`src/rtl/pc_fetch_ctrl_pkg.sv`:
```
// Shared encodings for the fetch controller: ProgramCounter operation codes and FSM states.
package pc_fetch_ctrl_pkg;

  localparam logic [2:0] PC_INC  = 3'd0;
  localparam logic [2:0] PC_HOLD = 3'd1;
  localparam logic [2:0] PC_LOAD = 3'd2;
  localparam logic [2:0] PC_REL  = 3'd3;

  typedef enum logic [1:0] {
    IDLE = 2'd0,
    REQ  = 2'd1,
    WAIT = 2'd2
  } fetchStateT;

endpackage

```
`src/rtl/pc_fetch_ctrl_fetch_buffer.sv`:
```
// Circular FIFO of {instruction, pc} pairs between instruction memory and decode.
module fetch_buffer #(
  parameter int DEPTH = 2,
  parameter int XLEN  = 32,
  localparam int AW = $clog2(DEPTH),
  localparam int CW = AW + 1
) (
  input  logic            clk,
  input  logic            rst,
  input  logic            push,
  input  logic [XLEN-1:0] pushInstr,
  input  logic [XLEN-1:0] pushPc,
  input  logic            pop,
  input  logic            flush,
  output logic            headValid,
  output logic [XLEN-1:0] headInstr,
  output logic [XLEN-1:0] headPc,
  output logic [CW-1:0]   count
);

  logic [XLEN-1:0] instrMem [DEPTH];
  logic [XLEN-1:0] pcMem    [DEPTH];
  logic [AW-1:0]   rdPtr;
  logic [AW-1:0]   wrPtr;
  logic            doPush;
  logic            doPop;

  assign doPop  = pop && (count != '0);
  // A full buffer still accepts a push when the head leaves in the same cycle.
  assign doPush = push && ((count != CW'(DEPTH)) || doPop);

  always_ff @(posedge clk) begin
    if (rst || flush) begin
      rdPtr <= '0;
      wrPtr <= '0;
      count <= '0;
    end else begin
      if (doPush) wrPtr <= wrPtr + 1'b1;
      if (doPop)  rdPtr <= rdPtr + 1'b1;
      case ({doPush, doPop})
        2'b10:   count <= count + 1'b1;
        2'b01:   count <= count - 1'b1;
        default: count <= count;
      endcase
    end
  end

  always_ff @(posedge clk) begin
    if (doPush && !rst && !flush) begin
      instrMem[wrPtr] <= pushInstr;
      pcMem[wrPtr]    <= pushPc;
    end
  end

  assign headValid = (count != '0);
  assign headInstr = headValid ? instrMem[rdPtr] : '0;
  assign headPc    = headValid ? pcMem[rdPtr]    : '0;

endmodule

```
`src/rtl/pc_fetch_ctrl.sv`:
```
// Fetch controller: steps the ProgramCounter, issues instruction reads one at a time,
// buffers returned words with their PC and presents them to decode; redirects flush.
module pc_fetch_ctrl
  import pc_fetch_ctrl_pkg::*;
#(
  parameter int DEPTH = 2,
  parameter int XLEN  = 32
) (
  input  logic            clk,
  input  logic            rst,
  input  logic [XLEN-1:0] pcReadData,
  output logic            pcWriteEnable,
  output logic [XLEN-1:0] pcWriteData,
  output logic [2:0]      pcOp,
  output logic            imem_req_valid,
  input  logic            imem_req_ready,
  output logic [XLEN-1:0] imem_addr,
  input  logic            imem_rsp_valid,
  input  logic [XLEN-1:0] imem_rsp_data,
  output logic            instr_valid,
  input  logic            instr_ready,
  output logic [XLEN-1:0] instr_data,
  output logic [XLEN-1:0] instr_pc,
  input  logic            redirect_valid,
  input  logic            redirect_rel,
  input  logic [XLEN-1:0] redirect_target,
  output fetchStateT      dbgState
);

  localparam int CW = $clog2(DEPTH) + 1;

  // Handshakes: a transfer happens on a cycle where valid and ready are both high at the
  // rising edge; valid never depends on ready, and payload is held only while valid is high.

  fetchStateT      state;
  fetchStateT      stateNext;
  logic            dropQ;
  logic            dropNext;
  logic [XLEN-1:0] pcQ;
  logic [CW-1:0]   count;
  logic            reqAccept;
  logic            stillOut;
  logic            push;
  logic            pop;
  logic            flush;
  logic [2:0]      opSel;

  // Only ask memory when the answer is guaranteed a slot in the buffer.
  assign imem_req_valid = (state == REQ) && (count < CW'(DEPTH));
  assign imem_addr      = imem_req_valid ? pcReadData : '0;
  assign reqAccept      = imem_req_valid && imem_req_ready;
  assign stillOut       = (state == WAIT) && !imem_rsp_valid;

  always_comb begin
    stateNext   = state;
    dropNext    = dropQ;
    opSel       = PC_HOLD;
    pcWriteData = '0;
    push        = 1'b0;
    pop         = instr_valid && instr_ready;
    flush       = 1'b0;

    case (state)
      IDLE: stateNext = REQ;
      REQ: begin
        if (reqAccept) begin
          stateNext = WAIT;
          opSel     = PC_INC;
        end
      end
      WAIT: begin
        if (imem_rsp_valid) begin
          push      = !dropQ;
          dropNext  = 1'b0;
          stateNext = REQ;
        end
      end
      default: stateNext = IDLE;
    endcase

    // A taken branch wins over everything; the one response still owed by memory
    // (already in flight, or accepted right now) must be thrown away when it lands.
    if (redirect_valid) begin
      opSel       = redirect_rel ? PC_REL : PC_LOAD;
      pcWriteData = redirect_target;
      flush       = 1'b1;
      push        = 1'b0;
      pop         = 1'b0;
      dropNext    = stillOut || reqAccept;
      stateNext   = (stillOut || reqAccept) ? WAIT : REQ;
    end
  end

  assign pcWriteEnable = (opSel != PC_HOLD);
  assign pcOp          = pcWriteEnable ? opSel : 3'd0;

  always_ff @(posedge clk) begin
    if (rst) begin
      state <= IDLE;
      dropQ <= 1'b0;
      pcQ   <= '0;
    end else begin
      state <= stateNext;
      dropQ <= dropNext;
      if (reqAccept) pcQ <= pcReadData;
    end
  end

  fetch_buffer #(
    .DEPTH(DEPTH),
    .XLEN (XLEN)
  ) u_buffer (
    .clk      (clk),
    .rst      (rst),
    .push     (push),
    .pushInstr(imem_rsp_data),
    .pushPc   (pcQ),
    .pop      (pop),
    .flush    (flush),
    .headValid(instr_valid),
    .headInstr(instr_data),
    .headPc   (instr_pc),
    .count    (count)
  );

  assign dbgState = state;

endmodule
```
`config.mk`:
```
export PLATFORM = sky130hd
export DESIGN_NAME = pc_fetch_ctrl
export DESIGN_NICKNAME = d
export VERILOG_FILES = /design/src/rtl/pc_fetch_ctrl_pkg.sv /design/src/rtl/pc_fetch_ctrl_fetch_buffer.sv /design/src/rtl/pc_fetch_ctrl.sv
export SDC_FILE = /design/constraint.sdc
export NUM_CORES = 1
export LEC_CHECK = 0
export ABC_AREA = 1
export BUFFER_PORTS_ARGS = -buffer_cell sky130_fd_sc_hd__buf_2
export CAP_MARGIN = 10
export CORE_ASPECT_RATIO = 2
export CORE_MARGIN = 2
export CORE_UTILIZATION = 39
export CTS_BUF_LIST = sky130_fd_sc_hd__clkbuf_16
export CTS_CLUSTER_DIAMETER = 60
export DETAILED_ROUTE_END_ITERATION = 16
export HOLD_SLACK_MARGIN = 0.06
export PLACE_DENSITY = 0.74
export SYNTH_ARGS = -nofsm -noshare
export SYNTH_HDL_FRONTEND = slang
export SYNTH_SLANG_ARGS = --single-unit
```
`constraint.sdc`:
```
create_clock -name clk -period 4.7 [get_ports clk]
set_clock_uncertainty 0.15 [all_clocks]
set_input_delay 0.235 -clock clk [delete_from_list [all_inputs] [get_ports clk]]
set_output_delay 0.235 -clock clk [all_outputs]
set_load 0.02 [all_outputs]
```
# == Word-level counts from Yosys, hierarchy flattened ==
# Memory sizes are Yosys's and may differ from the RTL's. A register that Yosys moved wholly into a read port is not among the register bits.
# Cells that the tools add are included.
# word_totals
ff_bits,39
ramBits,128
inputBits,103
output_inout_bits,136
wordCells,72
mem_count,2
# op_classes
n_addsub,4
order_cmp,1
n_eq_ne,8
muxes,29
n_reduce_logical,22
# memory_table
memory,depth,word_bits,rd,rd_clocked_by_memory_dff,wr,line,text
u_buffer.instrMem,2,32,1,1,1,pc_fetch_ctrl_fetch_buffer.sv:21,logic [XLEN-1:0] instrMem [DEPTH];
u_buffer.pcMem,2,32,1,1,1,pc_fetch_ctrl_fetch_buffer.sv:22,logic [XLEN-1:0] pcMem [DEPTH];
# op_table
cell,count
32-bit 2-to-1 mux,4
1-bit 2-to-1 mux,17
1-bit logical AND,8
2-bit 2-to-1 mux,4
2-bit nonzero test,4
3-bit 2-to-1 mux,2
"3-bit inequality test, second input constant",2
2-bit case mux with 3 select lines,1
"2-bit by 1-bit equality test with 1-bit output, second input constant",2
"2-bit equality test, second input constant",2
1-bit logical NOT,4
2-bit case mux with 2 select lines,1
2-bit AND reduction,2
1-bit logical OR,3
"3-bit by 1-bit inequality test with 1-bit output, second input constant",1
"1-bit adder, second input constant",2
"2-bit by 1-bit adder with 2-bit output, second input constant",1
2-bit logical NOT,1
"2-bit less-than comparator, second input constant",1
"2-bit inequality test, second input constant",1
"2-bit by 1-bit subtractor with 2-bit output, second input constant",1

# == Logic depth before layout (Yosys ltp) ==
# logic_depth
depth_word,10
depth_mapped,11
ltp_nobuf,11

# == Modules after synthesis ==
# A second synthesis with hierarchy kept.
# unflattened
hier_cells,688
hier_area_um2,7166.9
# modules_own_cells
mod,instances,cells_each,area_per_inst_um2,seq_area_each_um2
fetch_buffer,1,380,5243.8,3943.8
pc_fetch_ctrl,1,308,1923.1,700.7

# == Least setup slack after synthesis ==
# OpenSTA, ideal clock, no wires.
# synth_path
path_kind,reg-to-reg
from,"register state[1], in the netlist dbgState[1]"
to,memory u_buffer.instrMem[1][0] (enable)
setup_time_ps,486
arrival_time_ps,3690
required_ps,4064
path_slack_ps,374
stages_incl_launch_ff,7
n_path_buf,0
synth_period_minus_slack_ps,4326
path_cell_list,dfxtp_1 > inv_1 > nor2_1 > nand2_1 > nor3_2 > nand2_1 > nor2_1
# synth_via
elab_chain_len,8
# synth_lines
item,line,text
"start, declared",pc_fetch_ctrl.sv:35,fetchStateT state;
"start signal, assigned",pc_fetch_ctrl.sv:103,state <= stateNext;
2-bit equality test,pc_fetch_ctrl.sv:63,case (state)
1-bit 2-to-1 mux,pc_fetch_ctrl.sv:63,
1-bit 2-to-1 mux,pc_fetch_ctrl.sv:83,if (redirect_valid) begin
1-bit logical AND,pc_fetch_ctrl_fetch_buffer.sv:30,assign doPush = push && ((count != CW'(DEPTH)) || doPop);
1-bit logical AND (2 in series),pc_fetch_ctrl_fetch_buffer.sv:49,if (doPush && !rst && !flush) begin
1-bit 2-to-1 mux,pc_fetch_ctrl_fetch_buffer.sv:49,
1-bit 2-to-1 mux (implied by the code),pc_fetch_ctrl_fetch_buffer.sv:50,instrMem[wrPtr] <= pushInstr;
"end, declared",pc_fetch_ctrl_fetch_buffer.sv:21,
# No other way between the ends.

==> metrics.md <==
| Metric | Value |
|---|---|
| Critical path class | `flip-flop to output port` |
| Setup violators final | `0` |
| GP Congestion | `0.872` |
| Seq cells post-synth | `168` |
| Longest Clk Path Bufs | `2` |
| CTS tree | `yes` |
| Fin Setup TNS | `0 ns` |
| Lkg Pwr | `0.00436 uW` |
| Hold WS | `between 0.2 and 0.25 ns` |
| DRC | `0` |
| Ys Warns | `0` |
| Worst-Skew Late Latency | `0.42 ns` |
| Dpl cells | `1093` |
| R2R depth | `7` |
| Clk slew on worst S/H paths | `0.07 ns` |
| Crit-path max FO | `65` |
| Root Buffer | `clkbuf_16` |
| Syn Inst Count | `685` |
| Sink Count | `168` |
| Synth-to-layout area growth | `37.3%` |
| DRT antenna net count | `0` |
| Hold Crit Depth | `2` |
| Die Height | `about 190 um` |
| Simple-gate share of the synthesized area | `16.9%` |
| Grt ovf | `0` |
| Post-cts sizing count | `0` |
| Cts hold-fix bufs | `66` |
| Total core area | `0.0173 mm^2` |
| Initial antenna violation count | `0` |
| Rel. slew slack | `24.2%` |
| Syn_nets | `789` |
| Combinational family with the most area after synthesis | `simple AND/OR/NAND/NOR gates` |
| RSZ-0062 raised after global routing | `no` |
| Fin. max-slew vios | `0` |
| Largest net degree at the start of global routing | `66` |
| Wirelength, routed | `18000 um` |
| Vias in the first global route | `around 5700` |
| Syn_area_per_cell | `~10 um^2` |
| First-pass GRT wire length | `27700 um` |
| Crit path arrival time | `2.65 ns` |
| Post-synthesis mux area share | `0%` |
| Vias | `5743` |
| Period utilization | `64.7%` |
| Num CTS Buffers | `17` |
| Startpoint Class | `flip-flop` |
| Hold/Removal Path Class | `input pin to flip-flop` |
| Register area share after synthesis | `67.7%` |
| WL/cell | `between 15 and 20 um` |
| Max Cap Viol | `0` |
| Number of diodes | `0` |
| Die W | `97.8 um` |
| Post-synthesis adder-cell area fraction | `less than 1%` |
| Fin nets | `1072` |
| Minimum clock period | `between 3 and 4 ns` |
| Die area | `0.0187 mm^2` |
| Synth Area in XOR/XNOR | `0.128%` |
| Setup Buffers After CTS | `0` |
| Vias per cell | `4.82` |
| Placed wire-length estimate | `11600 um` |
| Crit path required time | `4.32 ns` |
| PwrDens | `358 mW/mm^2` |
| Rows | `about 70` |
| Layout cells sized above 1 | `29.0%` |
| Synth Cell Area | `0.00686 mm^2` |
| Critical path endpoint category | `output port` |
| 1st-iter DRT viols | `191` |
| Compound-Gate Fraction of Synth Area | `7.59%` |
| Final non-filler cell total | `1191` |
| F_max | `~0.33 GHz` |
| Slew @ Worst Pin | `~1.1 ns` |
| Distinct cell type count after synthesis | `24` |
| H-tree depth | `4` |
| Max IR drop VDD | `215 uV` |
| Run status | `completed` |
| GRT Util Overall | `19.2%` |
| # IOs | `239` |
| Initial cell density of the core | `39.7%` |
| Final hold vios | `0` |
| Drt pass-1 iters | `5` |
| Port Buf Inserts | `237` |
-- cell type report --
type                    instances  area (um^2)
clock inverters                15          198
repair buffers                307         1880
well taps                     210          263
clock buffers                  17          425
flip-flops and latches        168         4650
fillers                      1503         7850
inverters                      77          290
multi-input cells             397         1720
-- routing by layer --
metal  wire length [um]  vias to the layer above  global-route usage (%)  share of wire (%)
li1                   -                     2798                       -                  -
met1               6270                     2689                    18.8                 35
met2              10400                      225                    37.7                 58
met3                760                       31                    3.53                4.2
met4                565                        0                    9.51                3.1
met5                  0                        -                       0                  0
-- report_power, final --
part / internal (uW) / switching [uW] / total [uW] / leakage, uW
Sequential: 1610 / 14.5 / 1630 / 0.00156
Combinational: 119 / 171 / 290 / 0.00250
Clock: 891 / 566 / 1460 / 0.000302
Total: 2620 / 752 / 3370 / 0.00436
-- synthesized netlist by cell type --
| master | number | area share, % |
|---|---|---|
| or2_1 | 1 | 0.091 |
| a21oi_1 | 102 | 7.4 |
| nor2_1 | 42 | 2.3 |
| buf_1 | 2 | 0.11 |
| buf_4 | 1 | 0.11 |
| nor3_2 | 1 | 0.15 |
| clkbuf_2 | 1 | 0.073 |
| clkbuf_1 | 10 | 0.55 |
| o21ai_0 | 2 | 0.15 |
| dfxtp_1 | 40 | 12 |
| ha_1 | 1 | 0.18 |
| inv_2 | 2 | 0.11 |
| buf_6 | 3 | 0.49 |
| nand3_2 | 2 | 0.29 |
| xor2_1 | 1 | 0.13 |
| nor2_2 | 1 | 0.091 |
| nand3_1 | 36 | 2.6 |
| nand2_2 | 1 | 0.091 |
| nand2_1 | 206 | 11 |
| clkinv_2 | 1 | 0.073 |
| conb_1 | 1 | 0.055 |
| inv_1 | 74 | 4.0 |
| buf_2 | 26 | 1.9 |
| edfxtp_1 | 128 | 56 |
-- placed cells by master (no fill, tap or decap), drive strengths merged --
master       instances
dfxtp               40
edfxtp             128
or2                  1
dlygate4sd3         66
clkbuf              17
inv                 81
clkinvlp             3
buf                241
nor3                 1
bufinv               4
nand2              207
nor2                43
a21oi              102
nand3               38
xor2                 1
clkinv               4
conb                 1
ha                   1
o21ai                2
-- metrics by stage --
| step | utilization, % | setup slack, ns | cell area (um^2) | total power (uW) |
|---|---|---|---|---|
| finish | 54.5 | 1.66 | 9420 | 3370 |
| detailed placement | 47.1 | 1.89 | 8140 | 1900 |
| CTS | 54.5 | 1.61 | 9420 | 3400 |
| global route | 54.5 | 1.49 | 9420 | 3480 |
| global placement | 47.1 | 1.93 | 8140 | 1900 |
| floorplan | - | 0.374 | 6860 | 1800 |
-- logic make-up after synthesis --
logic type	after synthesis
DFF	168
other	1
AOI/OAI and AO/OA	104
and+or+nand+nor	290
xor gates and xnor gates	1
adders and majority gates	1
buffers and inverters	120
-- registers in the layout, summed over array words and instances (netlist names), named ones only --
| register | flops |
|---|---|
| dropQ | 1 |
| u_buffer.rdPtr | 1 |
| u_buffer.instrMem | 64 |
| u_buffer.wrPtr | 1 |
| u_buffer.pcMem | 64 |
| dbgState | 2 |
| pcQ | 32 |
| u_buffer.count | 2 |
-- worst paths after layout --
kind,from,endpoint,slack (ns)
worst min register to register,pcQ[26],u_buffer.pcMem[0][26],0.30
worst max-delay path,flip-flop,instr_pc[0],1.66
worst max register to register,dbgState[1],u_buffer.pcMem[1][12],1.98
worst min-delay path,rst,pcQ[1],0.20
-- critical path, stage by stage (launching register included) --
cell and delay [ns]:
dfxtp_2 0.31, buf_4 0.33, inv_2 0.92, nand2_1 0.12, a21oi_1 0.31, buf_2 0.23
Power figures use the tool's default switching activity.
